### src/rtl/deserial_vec_if.sv
// Serial sample lane into deserial_vec and the parallel vector it produces.
interface deserial_vec_if #(
  parameter int unsigned CORE   = 4,
  parameter int unsigned DWIDTH = 16
);
  logic                     deserial_start;
  logic                     in_valid;
  logic signed [DWIDTH-1:0] in_data;
  logic                     flush;
  logic signed [DWIDTH-1:0] out_data [CORE];
  logic                     out_valid;
  logic                     busy;

  modport master (
    output deserial_start, in_valid, in_data, flush,
    input  out_data, out_valid, busy
  );

  modport slave (
    input  deserial_start, in_valid, in_data, flush,
    output out_data, out_valid, busy
  );
endinterface

### src/rtl/deserial_vec.sv
// Collects CORE serial samples (lane 0 first) into a registered parallel vector.
// Optional early frame termination via flush when DESERIAL_FLUSH_EN is defined.
module deserial_vec #(
  parameter int unsigned CORE   = 4,
  parameter int unsigned DWIDTH = 16,
  parameter int unsigned LWIDTH = 3
) (
  input  logic          clk,
  input  logic          xrst,
  deserial_vec_if.slave bus
);
  localparam logic [0:0] IDLE = 1'b0;
  localparam logic [0:0] FILL = 1'b1;

  logic [0:0]               state_q, state_d;
  logic [LWIDTH-1:0]        cnt_q, cnt_d;
  logic signed [DWIDTH-1:0] buf_q [CORE];
  logic signed [DWIDTH-1:0] buf_d [CORE];
  logic signed [DWIDTH-1:0] out_q [CORE];
  logic signed [DWIDTH-1:0] out_d [CORE];
  logic signed [DWIDTH-1:0] merged [CORE];
  logic                     out_valid_q, out_valid_d;
  logic                     flush_c;

`ifdef DESERIAL_FLUSH_EN
  assign flush_c = bus.flush;
`else
  logic unused_flush;
  assign unused_flush = bus.flush;
  assign flush_c      = 1'b0;
`endif

  // Fill buffer with the current sample written at the current lane.
  always_comb begin
    for (int i = 0; i < int'(CORE); i++) begin
      merged[i] = buf_q[i];
      if (bus.in_valid && (LWIDTH'(i) == cnt_q)) merged[i] = bus.in_data;
    end
  end

  // Next-state: start has priority, then completion/flush, then plain accept.
  always_comb begin
    state_d     = state_q;
    cnt_d       = cnt_q;
    buf_d       = buf_q;
    out_d       = out_q;
    out_valid_d = 1'b0;
    if (bus.deserial_start) begin
      state_d = FILL;
      cnt_d   = '0;
      for (int i = 0; i < int'(CORE); i++) buf_d[i] = '0;
      if (bus.in_valid) begin
        buf_d[0] = bus.in_data;
        cnt_d    = LWIDTH'(1);
      end
    end else if (state_q == FILL) begin
      if ((bus.in_valid && (cnt_q == LWIDTH'(CORE - 1))) || flush_c) begin
        out_d       = merged;
        out_valid_d = 1'b1;
        state_d     = IDLE;
        cnt_d       = '0;
      end else if (bus.in_valid) begin
        buf_d = merged;
        cnt_d = cnt_q + LWIDTH'(1);
      end
    end
  end

  always_ff @(posedge clk or negedge xrst) begin
    if (!xrst) begin
      state_q     <= IDLE;
      cnt_q       <= '0;
      out_valid_q <= 1'b0;
      for (int i = 0; i < int'(CORE); i++) begin
        buf_q[i] <= '0;
        out_q[i] <= '0;
      end
    end else begin
      state_q     <= state_d;
      cnt_q       <= cnt_d;
      out_valid_q <= out_valid_d;
      buf_q       <= buf_d;
      out_q       <= out_d;
    end
  end

  assign bus.out_data  = out_q;
  assign bus.out_valid = out_valid_q;
  assign bus.busy      = (state_q == FILL);
endmodule

### src/flat_wrapper.sv
// flat-port wrapper written by rule: the top's interface ports become plain ports
module deserial_vec_flat 
#(
  parameter int unsigned CORE   = 4,
  parameter int unsigned DWIDTH = 16,
  parameter int unsigned LWIDTH = 3
)
  (clk, xrst, bus_deserial_start, bus_in_valid, bus_in_data, bus_flush, bus_out_data, bus_out_valid, bus_busy);
  deserial_vec_if #(.CORE(CORE), .DWIDTH(DWIDTH)) bus_i ();
  input  logic clk;
  input  logic xrst;
  input wire logic [$bits(bus_i.deserial_start)-1:0] bus_deserial_start;
  input wire logic [$bits(bus_i.in_valid)-1:0] bus_in_valid;
  input wire logic [$bits(bus_i.in_data)-1:0] bus_in_data;
  input wire logic [$bits(bus_i.flush)-1:0] bus_flush;
  output wire logic [$bits(bus_i.out_data)-1:0] bus_out_data;
  output wire logic [$bits(bus_i.out_valid)-1:0] bus_out_valid;
  output wire logic [$bits(bus_i.busy)-1:0] bus_busy;
  assign bus_i.deserial_start = bus_deserial_start;
  assign bus_i.in_valid = bus_in_valid;
  assign bus_i.in_data = bus_in_data;
  assign bus_i.flush = bus_flush;
  assign bus_out_data = {>>{bus_i.out_data}};
  assign bus_out_valid = bus_i.out_valid;
  assign bus_busy = bus_i.busy;
  deserial_vec #(.CORE(CORE), .DWIDTH(DWIDTH), .LWIDTH(LWIDTH)) u_core (.clk(clk), .xrst(xrst), .bus(bus_i));
endmodule
### config.mk
export PLATFORM = sky130hd
export DESIGN_NAME = deserial_vec_flat
export DESIGN_NICKNAME = d
export VERILOG_FILES = /design/src/rtl/deserial_vec_if.sv /design/src/rtl/deserial_vec.sv /design/src/flat_wrapper.sv
export SDC_FILE = /design/constraint.sdc
export NUM_CORES = 1
export LEC_CHECK = 0
export CAP_MARGIN = 40
export CORE_ASPECT_RATIO = 1.2
export CORE_MARGIN = 4
export CORE_UTILIZATION = 45
export DETAILED_ROUTE_END_ITERATION = 16
export GPL_TIMING_DRIVEN = 0
export PLACE_DENSITY = 0.68
export SLEW_MARGIN = 20
export SYNTH_ARGS = -nofsm -noshare
export SYNTH_HDL_FRONTEND = slang
export SYNTH_SLANG_ARGS = --single-unit
### constraint.sdc
create_clock -name clk -period 2.3 [get_ports clk]
set_clock_uncertainty 0.2 [all_clocks]
set_input_delay 0.575 -clock clk [delete_from_list [all_inputs] [get_ports clk]]
set_output_delay 0.575 -clock clk [all_outputs]
set_load 0.05 [all_outputs]
# After elaboration in Yosys (flattened, before gate mapping)

Index checks and enable logic that the tools add are counted.

Register bits: 133
Bits of input ports: 21
Logic and storage cells: 50

Add/sub/neg operators: 1
Eq/ne operators: 5
Mux-type cells: 20
Bitwise logic cells: 1
Reduce and logical (&&, ||, !) cells: 12

Operator list:

| operator            | number |
|---|---|
| $mux 64             | 4 |
| $mux 16             | 5 |
| $mux 3              | 4 |
| $mux 1              | 7 |
| $eq 2x3->1 const A  | 2 |
| $reduce_and 3->1    | 2 |
| $logic_and 1x1->1   | 5 |
| $reduce_bool 2->1   | 2 |
| $add 3x1->3 const B | 1 |
| $eq 1x3->1 const A  | 1 |
| $eq 3x2->1 const B  | 1 |
| $logic_not 3->1     | 1 |
| $reduce_bool 3->1   | 1 |
| $ne 2x2->1 const B  | 1 |
| $reduce_and 2->1    | 1 |
| $not 1->1           | 1 |

# Logic depth before layout (Yosys ltp)

Gate-level depths: netlist of run 1.

Depth in word-level cells: 7
Mapped depth: 7
Gate-level depth less buffers: 5

# Worst setup path before layout of run 1

Ideal clock, no wire load.

Path kind: register -> register
Start: reg u_core.state_q (netlist: u_core.bus.busy)
End: reg u_core.out_q (netlist bit u_core.bus.out_data[19])
Arrival: 1.608 ns
Setup slack: 0.364 ns
Stages on the path, launching flop included: 6
Clock period less this slack: 1.936 ns
Cells stage by stage: dfrtp_1 > nand2_1 > nor3_2 > buf_6 > buf_6 > mux2_1

Longest elaborated chain between the ends: 1

Ends and longest elaborated chain:

| item                       | RTL line           | text |
|---|---|---|
| from (decl)                | deserial_vec.sv:15 | `logic [0:0] state_q, state_d;` |
| from (signal assigned)     | deserial_vec.sv:79 | `state_q <= state_d;` |
| $reduce_and 3->1 (no line) | --                 |  |
| to (signal assigned)       | deserial_vec.sv:83 | `out_q <= out_d;` |
| to (decl)                  | deserial_vec.sv:19 | `logic signed [DWIDTH-1:0] out_q [CORE];` |

No other way between the ends.
A chain may end at the register's enable or synchronous reset.

# Final worst setup path of run 1

Start: reg u_core.state_q (netlist: u_core.bus.busy)
End: out bus_busy

RTL lines:

| item      | RTL line           | text |
|---|---|---|
| to (decl) | flat_wrapper.sv:18 | `output wire logic [$bits(bus_i.busy)-1:0] bus_busy;` |

No word-level cell between the ends.

==> results of run 1 <==
## where the power goes
part | leakage, nW | internal (W) | switching, W
Clock | 0.304 | 0.00176 | 0.000994
Combinational | 1.82 | 0.000596 | 0.00113
Sequential | 1.81 | 0.00261 | 0.000153
Total | 3.93 | 0.00497 | 0.00228
## per-stage QoR
step | total power, W | cells
floorplan | 0.00401 | 385
global placement | 0.00466 | 633
detailed placement | 0.00469 | 634
CTS | 0.00732 | 667
global route | 0.00752 | 667
finish | 0.00725 | 667
## synth_stat cells
library cell,n,share of area
a211o_1,1,0.0015
a21o_1,1,0.0013
a21oi_1,2,0.0017
a21oi_2,1,0.0015
a22o_1,47,0.070
a31oi_4,2,0.0072
and2_1,1,0.0011
and4b_1,2,0.0034
buf_2,6,0.0051
buf_4,2,0.0025
buf_6,14,0.027
clkbuf_1,2,0.0013
dfrtp_1,133,0.56
ha_1,4,0.0085
inv_1,3,0.0019
mux2_1,19,0.036
mux2_2,92,0.18
mux2_4,17,0.043
nand2_1,3,0.0019
nand2b_1,2,0.0021
nand3_1,3,0.0025
nand3b_4,4,0.014
nand4_1,1,0.0011
nand4b_1,1,0.0015
nor2_1,1,0.00064
nor2b_1,16,0.017
nor3_2,1,0.0017
nor3b_1,1,0.0013
nor4bb_1,1,0.0017
o21a_1,1,0.0013
o311ai_0,1,0.0015
## cell families after synthesis
logic type,count (synthesis),share of synthesized area
buffers and inverters,27,0.0375
adders and majority gates,4,0.00848
and+or+nand+nor,37,0.0494
DFF,133,0.564
muxes,128,0.255
AOI/OAI and AO/OA,56,0.0856
## what timing repair did
action | CTS | global route
hold endpoints to repair | 40 | 0
endpoints found under the setup margin | 66 | 23
hold buffers | 1 | 0
pin swaps | 0 | 0
resized for setup | 66 | 2
## area by class of cell
| cell class | instances | area (um^2) |
|---|---|---|
| buffer | 24 | 210 |
| multi-input combinational | 225 | 2360 |
| timing repair buffer | 86 | 801 |
| fill | 1058 | 5200 |
| clock inverter | 12 | 154 |
| inverter | 3 | 11.3 |
| sequential | 133 | 3330 |
| clock buffer | 20 | 457 |
| tap | 164 | 205 |
## registers in the layout, summed over array words and instances, names as in the netlist
| signal | flops |
|---|---|
| u_core.cnt_q | 3 |
| u_core.buf_q | 64 |
| u_core.bus.out_data | 64 |
| u_core.bus.out_valid | 1 |
| u_core.bus.busy | 1 |
## routing by layer
layer | up-vias | share of wire | GRT usage
met5 | - | 0 | 0
met4 | 0 | 0.013 | 0.0568
met3 | 11 | 0.031 | 0.0404
met2 | 71 | 0.50 | 0.293
met1 | 1825 | 0.46 | 0.245
li1 | 1636 | - | -
## final timing paths
kind | endpoint | slack [ns] | cells after the start
max in group asynchronous | u_core.bus.out_data[43] | 0.71 | 3
min reg2reg | u_core.bus.out_data[17] | 0.28 | 1
min in group asynchronous | u_core.bus.out_data[6] | 0.45 | 2
max reg2reg | u_core.bus.out_data[31] | 0.17 | 6
min | u_core.bus.out_data[17] | 0.28 | 1
max | bus_busy | 0.09 | 1
==> results.toml, run 1 <==
[cells_and_area]
final_util = 0.591
finish.instance_area_mm2 = 0.00753
finalNetCount = 515
area.growth.synth_to_final_pct = 27.5
layout_commonest_cell = "dfrtp_1"
final_layout_size_suffix_gt1_frac = 0.346
antenna_cells = 0
most-common-layout-cells = "133 x dfrtp_1, 92 x mux2_2, 66 x dlygate4sd2_1"

[placement]
postPlaceCellArea_mm2 = 0.00698
detailedPlace.worstSlack_ns = -0.194
buffer_ports.inserted = 84
gpl.final_weighted_congestion = 0.796
dp_hpwl_um = 8800

[worst_setup_path]
timing.critical_path.to_type = "primary output"
critical-path-slowest-cell = "dlygate4sd2_1"
critical_path.startpoint_type = "register"
rr_startpoint = "u_core.cnt_q[1]"
critical_path_required_ns = 1.52
path_buf_inv = 1
worst-setup-path-type = "reg2out"
cp_data_arrival_time_ns = 1.43
timing.critical_path.max_delay_family = "buffers and inverters"
crit_path_cell_trace = "dlygate4sd2_1"
timing.critical_path.fanout_max = 6
setup.worst_path.start = "u_core.bus.busy"
crit_path_max_incr_delay_ns = 0.56

[outcome]
outcome = "completed"

[timing]
final_min_period_over_clock_period = 0.961
max_slew.worst_pin.slew_ns = 0.567
setup_ws_ns = 0.0908
totalNegativeSetupSlack_ns = 0
min_period_ns = 2.21
final-max-slew-violation-count = 0
holdWs_ns = 0.280
fmaxAchievable_mhz = 453
worst_slew_margin_rel = 0.622
final-hold-violation-count = 0
grt_setup_unrepaired = "no"
total_setup_violations_reported_at_the_end_of_the_flow = 0

[clock_tree]
cts_buffers = 17
clock_sinks = 133
htreeDepth = 4
clock_path_buffers = 2
cts_tree = "done"
clock-root-buffer = "clkbuf_16"
post_cts_buffers = 0
worst_skew_pair.late_latency_ns = 0.41
cts.reportedPaths.clkPinSlew_ns = 0.06

[power]
p_per_area_mw_per_mm2 = 963
leakage_nw = 3.93
vdd.ir_drop.worst_v = 0.000536

[drt]
avgViaCountPerCell = 5.31
wire_per_inst_um = 19.6
detailedRoute.firstIterationViolations = 159
postRouteWirelength_um = 13100
drc_markers = 0
detail_route.first_pass.iterations = 4
vias = 3543
route.antenna.remaining_nets = 0

[die]
std_cell_rows = 45
die_area_mm2 = 0.0150
die-height_um = 133
num_io_pins = 87
die_w_um = 113
core_area_mm2 = 0.0127
initial_core_util = 0.464

[yosys]
synth_seq_area_share = 0.564
seq_cells_post_synth = 133
syn_inst = 385
netlist_area_mm2 = 0.00590
synth.distinct_cells = 31
synth-warning-count = 0
syn-num-nets = 410
syn_avg_cell_area_um2 = 15.3

[global_routing]
first_global_vias = 3796
grt_pass1_wl_um = 21100
grt_max_degree = 94
gr-total-overflow = 0
antenna_found_initial = 0
grt_util_all_layers = 0.182

[hold_path]
hp-start = "u_core.bus.out_data[17]"
min-delay-path-class = "reg2reg"

[run]
cap_viol_max_count = 0
Power figures use the tool's default switching activity.
==> run 2: changes to the inputs <==
--- a/config.mk
+++ b/config.mk
@@ -8,10 +8,9 @@
 export CAP_MARGIN = 40
 export CORE_ASPECT_RATIO = 1.2
 export CORE_MARGIN = 4
-export CORE_UTILIZATION = 45
+export CORE_UTILIZATION = 30
 export DETAILED_ROUTE_END_ITERATION = 16
 export GPL_TIMING_DRIVEN = 0
-export PLACE_DENSITY = 0.68
 export SLEW_MARGIN = 20
 export SYNTH_ARGS = -nofsm -noshare
 export SYNTH_HDL_FRONTEND = slang
==> results.toml, run 2 (synthesized netlist as in run 1, its figures left out) <==
[drt]
postRouteWirelength_um = 14000
vias = 3574
drc_markers = 0
detail_route.first_pass.iterations = 4
avgViaCountPerCell = 4.72
route.antenna.remaining_nets = 0
detailedRoute.firstIterationViolations = 171
wire_per_inst_um = 18.5

[cells_and_area]
area.growth.synth_to_final_pct = 28.3
finalNetCount = 515
antenna_cells = 0
layout_commonest_cell = "dfrtp_1"
final.fill_count = 1820
most-common-layout-cells = "133 x dfrtp_1, 92 x mux2_2, 66 x dlygate4sd2_1"
final_layout_size_suffix_gt1_frac = 0.341

[power]
power.combinational.fraction = 0.248
power.total_w = 0.00702
leakage_nw = 3.89
vdd.ir_drop.worst_v = 0.000477
internal_power_w = 0.00471
sequentialPowerShare = 0.394
p_switching_w = 0.00231
p_per_area_mw_per_mm2 = 927
fraction_of_power_consumed_by_the_clock_network = 0.358
p_sw_frac = 0.329

[global_routing]
grt_max_degree = 76
gr-total-overflow = 0
grt_pass1_wl_um = 22400
antenna_found_initial = 0
first_global_vias = 3919
grt_util_all_layers = 0.132

[run]
cap_viol_max_count = 0

[clock_tree]
cts.reportedPaths.clkPinSlew_ns = 0.06
worst_skew_pair.late_latency_ns = 0.41
cts_buffers = 17
cts_tree = "done"
clock_sinks = 133
clock-root-buffer = "clkbuf_16"
htreeDepth = 4
clock_path_buffers = 2

[placement]
dp_hpwl_um = 9780
gpl.final_weighted_congestion = 0.795
buffer_ports.inserted = 84

[timing]
total_setup_violations_reported_at_the_end_of_the_flow = 0
max_slew.worst_pin.slew_ns = 0.560
final-hold-violation-count = 0
final_min_period_over_clock_period = 0.947
final-max-slew-violation-count = 0
worst_slew_margin_rel = 0.628
min_period_ns = 2.18
holdWs_ns = 0.282
fmaxAchievable_mhz = 459
grt_setup_unrepaired = "no"

[die]
std_cell_rows = 55
die_w_um = 136
num_io_pins = 87
initial_core_util = 0.309
core_area_mm2 = 0.0191
die-height_um = 162
die_area_mm2 = 0.0220

[hold_path]
min-delay-path-class = "reg2reg"

[worst_setup_path]
critical_path_required_ns = 2.39
cp_data_arrival_time_ns = 2.26
critical_path.startpoint_type = "register"
timing.critical_path.to_type = "register"
worst-setup-path-type = "reg2reg"
timing.critical_path.fanout_max = 10

[outcome]
outcome = "completed"
run 2: per-stage QoR:
stage / setup slack, ns / cells / cell area, um^2 / TNS, ns / utilization
4_1_cts: 0.101 / 758 / 7570 / 0 / 0.396
3_3_place_gp: -4.77 / 725 / 7060 / -638.98 / 0.369
6_report: 0.122 / 758 / 7570 / 0 / 0.396
3_5_place_dp: -0.171 / 726 / 7100 / -9.79 / 0.371
2_1_floorplan: 0.364 / 385 / 5900 / 0 / -
5_1_grt: 0.0299 / 758 / 7570 / 0 / 0.396
run 2: routing by layer:
layer	global-route usage	part of all wire
met5	0	0
met4	0.0445	0.014
met3	0.0364	0.042
met2	0.216	0.51
met1	0.169	0.43
run 2: what timing repair did:
item / in CTS / in global routing
buffers inserted: 0 / 0
hold buffers: 1 / 0
gates resized for setup: 66 / 0
endpoints found under the setup margin: 66 / 0
endpoints found under the hold margin: 58 / 0
run 2: layout make-up:
type	count	area, um^2	area share
Sequential cell	133	3330	0.440
Multi-Input combinational cell	225	2350	0.311
Timing Repair Buffer	86	801	0.106
Clock buffer	19	443	0.0585
Tap cell	256	320	0.0423
Buffer	24	210	0.0278
Clock inverter	12	106	0.0140
Inverter	3	11.3	0.00149
run 2: critical path, stage by stage, from the launching register on:
cell and delay (ns):
dfrtp_1 0.40, ha_1 0.33, nand2b_1 0.14, nor3_2 0.23
buf_6 0.20, buf_6 0.20, mux2_1 0.34
run 2: worst paths after layout:
kind | start | endpoint | slack [ns] | depth (start not counted)
setup / recovery | u_core.cnt_q[1] | u_core.bus.out_data[1] | 0.12 | 6
hold / removal | u_core.bus.out_data[36] | u_core.bus.out_data[36] | 0.28 | 1
setup reg to reg | u_core.cnt_q[1] | u_core.bus.out_data[1] | 0.12 | 6
hold reg to reg | u_core.bus.out_data[36] | u_core.bus.out_data[36] | 0.28 | 1
max in group asynchronous | xrst | u_core.buf_q[41] | 0.67 | 3
min in group asynchronous | xrst | u_core.bus.out_data[47] | 0.49 | 2
run 2: power by group through the flow:
stage | Clock, W | Sequential (W) | Combinational [W]
after floorplan | 0 | 0.00347 | 0.000542
after global placement | 0 | 0.00281 | 0.00188
after global routing | 0.00268 | 0.00280 | 0.00183
final | 0.00251 | 0.00277 | 0.00174
after detailed placement | 0 | 0.00282 | 0.00190
after CTS | 0.00258 | 0.00277 | 0.00177
